## config.mk

```make
export PLATFORM = sky130hd
export DESIGN_NAME = ssd_scan_decoder
export DESIGN_NICKNAME = d
export VERILOG_FILES = /design/src/rtl/ssd_scan_decoder.sv
export SDC_FILE = /design/constraint.sdc
export NUM_CORES = 1
export LEC_CHECK = 0
export BUFFER_PORTS_ARGS = -buffer_cell sky130_fd_sc_hd__buf_4
export CORE_MARGIN = 5
export CORE_UTILIZATION = 50
export CTS_CLUSTER_DIAMETER = 150
export CTS_CLUSTER_SIZE = 8
export DETAILED_ROUTE_END_ITERATION = 8
export GPL_TIMING_DRIVEN = 0
export PLACE_DENSITY_LB_ADDON = 0.05
export SLEW_MARGIN = 20
export SYNTH_ARGS = -nofsm -noshare
export SYNTH_HDL_FRONTEND = slang
export SYNTH_SLANG_ARGS = --single-unit
```

## constraint.sdc

```tcl
create_clock -name clk -period 2.95 [get_ports clk]
set_clock_uncertainty 0.2 [all_clocks]
set_input_delay 0.59 -clock clk [delete_from_list [all_inputs] [get_ports clk]]
set_output_delay 0.59 -clock clk [all_outputs]
set_load 0.02 [all_outputs]
```

## src/rtl/ssd_scan_decoder.sv

```systemverilog
`default_nettype none
// ============================================================================
//  Module      : ssd_scan_decoder
//  Description : Receive side of a 4-digit multiplexed seven-segment bus.
//                Registers the digit-select / segment buses, captures each
//                digit once it has been stable for STABLE_CYCLES samples,
//                decodes it to BCD (with blank / invalid flags) and publishes
//                a complete four-digit frame atomically. Flags loss of scan
//                when no digit is captured for TIMEOUT_CYCLES cycles.
//  Ports       : clk, rst (async, active-low)
//                ssd_ctrl[3:0]  active-low one-hot digit select
//                show[7:0]      active-low segments {a,b,c,d,e,f,g,dp}
//                value0..3[3:0] decoded digits of the last frame
//                digit_err/digit_blank[3:0]  per-digit flags of last frame
//                frame_valid, frame_changed  one-cycle commit pulses
//                scan_lost      level, no capture for TIMEOUT_CYCLES
//  Revision    : 1.0  initial release
// ============================================================================
module ssd_scan_decoder #(
    parameter int STABLE_CYCLES  = 4,
    parameter int TIMEOUT_CYCLES = 100000,
    parameter int CNT_W          = 17
) (
    input  logic       clk,
    input  logic       rst,
    input  logic [3:0] ssd_ctrl,
    input  logic [7:0] show,
    output logic [3:0] value0,
    output logic [3:0] value1,
    output logic [3:0] value2,
    output logic [3:0] value3,
    output logic [3:0] digit_err,
    output logic [3:0] digit_blank,
    output logic       frame_valid,
    output logic       frame_changed,
    output logic       scan_lost
);

    localparam logic [7:0]       c_stable_m1 = 8'(STABLE_CYCLES - 1);
    localparam logic [CNT_W-1:0] c_timeout   = CNT_W'(TIMEOUT_CYCLES);

    // Input sample and the sample before it
    logic [3:0]       r_s_ctrl, r_p_ctrl;
    logic [7:0]       r_s_show, r_p_show;
    logic [7:0]       r_stab_cnt;
    logic [CNT_W-1:0] r_to_cnt;
    logic             r_scan_lost;

    // Pending frame slots and published frame
    logic [3:0]  r_pend_mask;
    logic [15:0] r_pend_val;
    logic [3:0]  r_pend_err, r_pend_blank;
    logic [15:0] r_val;
    logic [3:0]  r_err, r_blank;
    logic        r_frame_valid, r_frame_changed;

    logic        w_same, w_legal, w_capture, w_commit, w_to_hit, w_lost_rise;
    logic [1:0]  w_digit;
    logic [7:0]  w_masked;
    logic [3:0]  w_nib;
    logic        w_err, w_blank;
    logic [7:0]  w_stab_nxt;
    logic [3:0]  w_mask_base;

    assign w_same = ({r_s_ctrl, r_s_show} == {r_p_ctrl, r_p_show});
    assign w_stab_nxt = !w_same ? 8'd1 :
                        (r_stab_cnt == 8'hFF) ? r_stab_cnt : r_stab_cnt + 8'd1;
    // Fires only on the edge where the count steps up to STABLE_CYCLES, so a
    // long dwell produces exactly one capture.
    assign w_capture = w_same && (r_stab_cnt == c_stable_m1) && w_legal;
    assign w_commit  = (r_pend_mask == 4'hF);
    assign w_to_hit  = (r_to_cnt == c_timeout);
    assign w_lost_rise = w_to_hit && !r_scan_lost;
    assign w_mask_base = (w_commit || w_lost_rise) ? 4'h0 : r_pend_mask;

    always_comb begin
        w_legal = 1'b0;
        w_digit = 2'd0;
        case (r_s_ctrl)
            4'b1110: begin w_legal = 1'b1; w_digit = 2'd0; end
            4'b1101: begin w_legal = 1'b1; w_digit = 2'd1; end
            4'b1011: begin w_legal = 1'b1; w_digit = 2'd2; end
            4'b0111: begin w_legal = 1'b1; w_digit = 2'd3; end
            default: begin w_legal = 1'b0; w_digit = 2'd0; end
        endcase
    end

    // Segment decode with the decimal point forced off
    assign w_masked = r_s_show | 8'h01;
    always_comb begin
        w_nib   = 4'hF;
        w_err   = 1'b0;
        w_blank = 1'b0;
        case (w_masked)
            8'h03: w_nib = 4'd0;
            8'h9F: w_nib = 4'd1;
            8'h25: w_nib = 4'd2;
            8'h0D: w_nib = 4'd3;
            8'h99: w_nib = 4'd4;
            8'h49: w_nib = 4'd5;
            8'h41: w_nib = 4'd6;
            8'h1F: w_nib = 4'd7;
            8'h01: w_nib = 4'd8;
            8'h09: w_nib = 4'd9;
            8'hFF: w_blank = 1'b1;
            default: w_err = 1'b1;
        endcase
    end

    always_ff @(posedge clk or negedge rst) begin
        if (!rst) begin
            r_s_ctrl        <= 4'hF;
            r_s_show        <= 8'hFF;
            r_p_ctrl        <= 4'hF;
            r_p_show        <= 8'hFF;
            r_stab_cnt      <= 8'd0;
            r_to_cnt        <= '0;
            r_scan_lost     <= 1'b0;
            r_pend_mask     <= 4'h0;
            r_pend_val      <= 16'h0;
            r_pend_err      <= 4'h0;
            r_pend_blank    <= 4'h0;
            r_val           <= 16'h0;
            r_err           <= 4'h0;
            r_blank         <= 4'h0;
            r_frame_valid   <= 1'b0;
            r_frame_changed <= 1'b0;
        end else begin
            r_s_ctrl   <= ssd_ctrl;
            r_s_show   <= show;
            r_p_ctrl   <= r_s_ctrl;
            r_p_show   <= r_s_show;
            r_stab_cnt <= w_stab_nxt;

            r_to_cnt    <= w_capture ? '0 : (w_to_hit ? r_to_cnt : r_to_cnt + CNT_W'(1));
            r_scan_lost <= w_to_hit;

            // Outputs take the slot contents as they stood before this edge,
            // so a capture on the commit edge belongs to the next frame.
            r_frame_valid   <= w_commit;
            r_frame_changed <= w_commit &&
                ({r_pend_val, r_pend_err, r_pend_blank} != {r_val, r_err, r_blank});
            if (w_commit) begin
                r_val   <= r_pend_val;
                r_err   <= r_pend_err;
                r_blank <= r_pend_blank;
            end

            r_pend_mask <= w_mask_base | (w_capture ? ~r_s_ctrl : 4'h0);
            if (w_capture) begin
                r_pend_val[{w_digit, 2'b00} +: 4] <= w_nib;
                r_pend_err[w_digit]               <= w_err;
                r_pend_blank[w_digit]             <= w_blank;
            end
        end
    end

    assign value0        = r_val[3:0];
    assign value1        = r_val[7:4];
    assign value2        = r_val[11:8];
    assign value3        = r_val[15:12];
    assign digit_err     = r_err;
    assign digit_blank   = r_blank;
    assign frame_valid   = r_frame_valid;
    assign frame_changed = r_frame_changed;
    assign scan_lost     = r_scan_lost;

endmodule
`default_nettype wire

```

==> impl_metrics.tcl <==
set metrics [dict create \
    status "complete, no violations" \
    die_h_um 108 \
    total_power_mw 2.57 \
    port_buffers 40 \
    core_area_um2 9590 \
    rr_endpoint "r_pend_val[15]$_DFFE_PN0P_" \
    postCtsHoldBufs 0 \
    syn_nets 483 \
    synth_area_leaders "dfrtp_1 41%, dfstp_2 13%, nand2_1 7.1%" \
    grt_pass1_wl_um 16200 \
    ys.flop_type "dfrtp_1" \
    yosys_warnings 0 \
    cts_tree "built" \
    finalSetupViolations 0 \
    slew_headroom_pct 37.4 \
    cts_resized 0 \
    post-route-util_pct 57.8 \
    cp-end-kind "register" \
    synth.top_cell.area_share_pct 41.3 \
    cts_buffers 9 \
    rsz0062_at_grt "no" \
    area_growth_pct 14.4 \
    hp-class "primary input to asynchronous set/reset pin" \
    start_util_pct 50.5 \
    postRouteAntennaNets 0 \
    die_area_um2 11800 \
    fin_crit_sh_pct 90.9 \
    ys_seq_area_share_pct 54.3 \
    irDropWorstVdd_uv 254 \
    ys_top_cells_by_count "92 x nand2_1, 80 x dfrtp_1, 33 x xor2_1" \
    hold_viol_final 0 \
    wl_per_cell_um 14.6 \
    worst_setup_path_start_kind "register" \
    path_clk_slew_ns 0.10 \
    first_pass_iters 5 \
    grt_max_degree 105 \
    rows 36 \
    synth_cell_types 50 \
    routed_wl_um 9460 \
    drcViolationCount 0 \
    r2r-start "r_s_ctrl[3]$_DFF_PN1_" \
    drv_slew 0 \
    fin_setup_tns_ns 0 \
    ys_ff_latch 104 \
    cp.required_ns 3.04 \
    ctsHtreeMaxLevel 3 \
    power_density_nw_per_um2 464 \
    die_x_um 108 \
    routed-via-count 3333 \
    clock_sinks 104 \
    fin_nets 534 \
    antenna_found_initial 0 \
    synth_area_leader_cell "dfrtp_1" \
    cts_max_path_buffers 2 \
    track_usage_pct 17.5 \
    grt_pass1_vias 3378 \
    grt-ovfl-total 0 \
    r2r_slack_ns 0.27 \
    syn_avg_cell_area_um2 10.5 \
    cts_root_buffer "clkbuf_8" \
    leakagePower_nw 2.72 \
    async_flop_share_pct 100 \
    synth_most_common_cell "nand2_1" \
    worstMarginPinSlew_ns 0.940 \
    drv_cap 0 \
    ios 41 \
    antenna_cells 0 \
    cts_setup_buffers 0 \
    fmax_mhz 373 \
    fin_crit_ns 2.68 \
    syn-cell-area_um2 4840 \
    dpl.hpwl_um 6690 \
    gp_congestion 0.816 \
    synth-edff-count 0 \
    clk_latency_ns 0.37 \
    synthCells 460 \
    viasPerCell 5.14 \
    crit_fanout 10 \
    drive_gt1_share_pct 20.5 \
    worstPathArrival_ns 2.77 \
    rr_worst_depth 9 \
    dr.first_iter.drc_count 226 \
    critPathKind "register to register" \
]
## worst max-delay path: stages, from the launching register on
cell and delay, ns:
dfstp_2 0.55, buf_2 0.17, xor2_1 0.15, and3_1 0.16, buf_2 0.20, inv_1 0.11
ha_1 0.25, nand3b_1 0.22, or4_1 0.45, o21ai_1 0.16
## per-layer routing
metal / track usage [%] / share of wire (%) / up-vias
met3: 2.99 / 3.5 / 17
met5: 0 / 0 / -
met1: 24.1 / 48 / 1582
met4: 7.30 / 2.0 / 0
li1: - / - / 1679
met2: 27.3 / 46 / 55
## power by group
group | switching (mW) | internal [mW]
registers | 0.0118 | 1.46
logic | 0.0765 | 0.0417
clock network | 0.487 | 0.501
total | 0.575 | 2.00
## layout by cell type (no fill, tap or decap), types with 6 or more instances in the layout
master / count
xor2_1: 33
a21o_1: 8
ha_1: 9
xnor2_1: 24
buf_4: 40
and3_1: 13
nand3_1: 17
buf_2: 7
clkbuf_8: 9
mux2_2: 9
dfrtp_1: 80
o21ai_0: 15
nor2_1: 30
o31ai_1: 7
clkbuf_1: 6
dfstp_2: 24
inv_1: 7
nand2_1: 92
nand4_1: 10
nor4_1: 12
## how the worst max path moves through the flow
stage	from	endpoint	slack, ns	cells after the start
4_1_cts	r_s_ctrl[3]$_DFF_PN1_	r_pend_val[15]$_DFFE_PN0P_	0.26	9
6_report	r_s_ctrl[3]$_DFF_PN1_	r_pend_val[15]$_DFFE_PN0P_	0.27	9
5_1_grt	r_s_ctrl[3]$_DFF_PN1_	r_pend_val[12]$_DFFE_PN0P_	0.04	9
2_1_floorplan	r_s_ctrl[3]$_DFF_PN1_	r_pend_val[15]$_DFFE_PN0P_	0.52	9
3_5_place_dp	r_s_ctrl[3]$_DFF_PN1_	r_pend_val[15]$_DFFE_PN0P_	0.29	9
3_3_place_gp	r_s_ctrl[3]$_DFF_PN1_	r_pend_val[15]$_DFFE_PN0P_	0.34	9
## layout make-up
class                           count  area, um^2
Fill cell                         857        4050
Sequential cell                   104        2630
Tap cell                          133         166
Multi-Input combinational cell    330        2070
Clock inverter                      3        45.0
Inverter                            8        30.0
Buffer                             18         110
Clock buffer                       13         181
Timing Repair Buffer               40         304
## logic make-up after synthesis
group	Yosys count	share of synthesized area [%]
adder cells (fa/ha/maj)	9	2.32
XOR/XNOR	57	10.3
multiplexers	11	2.51
buffers and inverters	26	2.89
AO/OA/AOI/OAI	52	7.10
AND/OR/NAND/NOR	201	20.5
flip-flops	104	54.3
## registers in the layout, summed over array words and instances, names as in the netlist, 4 cells and up
signal	count
r_s_show	8
r_stab_cnt	8
r_val	16
r_pend_mask	4
r_p_show	8
r_s_ctrl	4
r_pend_val	16
r_pend_err	4
r_p_ctrl	4
r_pend_blank	4
r_to_cnt	17
digit_err	4
digit_blank	4
## stage by stage
step | hold WS, ns | std cells | cell area [um^2] | setup WS (ns)
global placement | 0.154 | 633 | 5310 | 0.341
global route | 0.0990 | 649 | 5540 | 0.0385
detailed placement | 0.155 | 633 | 5320 | 0.287
CTS | 0.104 | 649 | 5540 | 0.260
floorplan | 0.0944 | 460 | 4840 | 0.516
finish | 0.0882 | 649 | 5540 | 0.269
No activity file was read; power rests on OpenSTA's default activity.
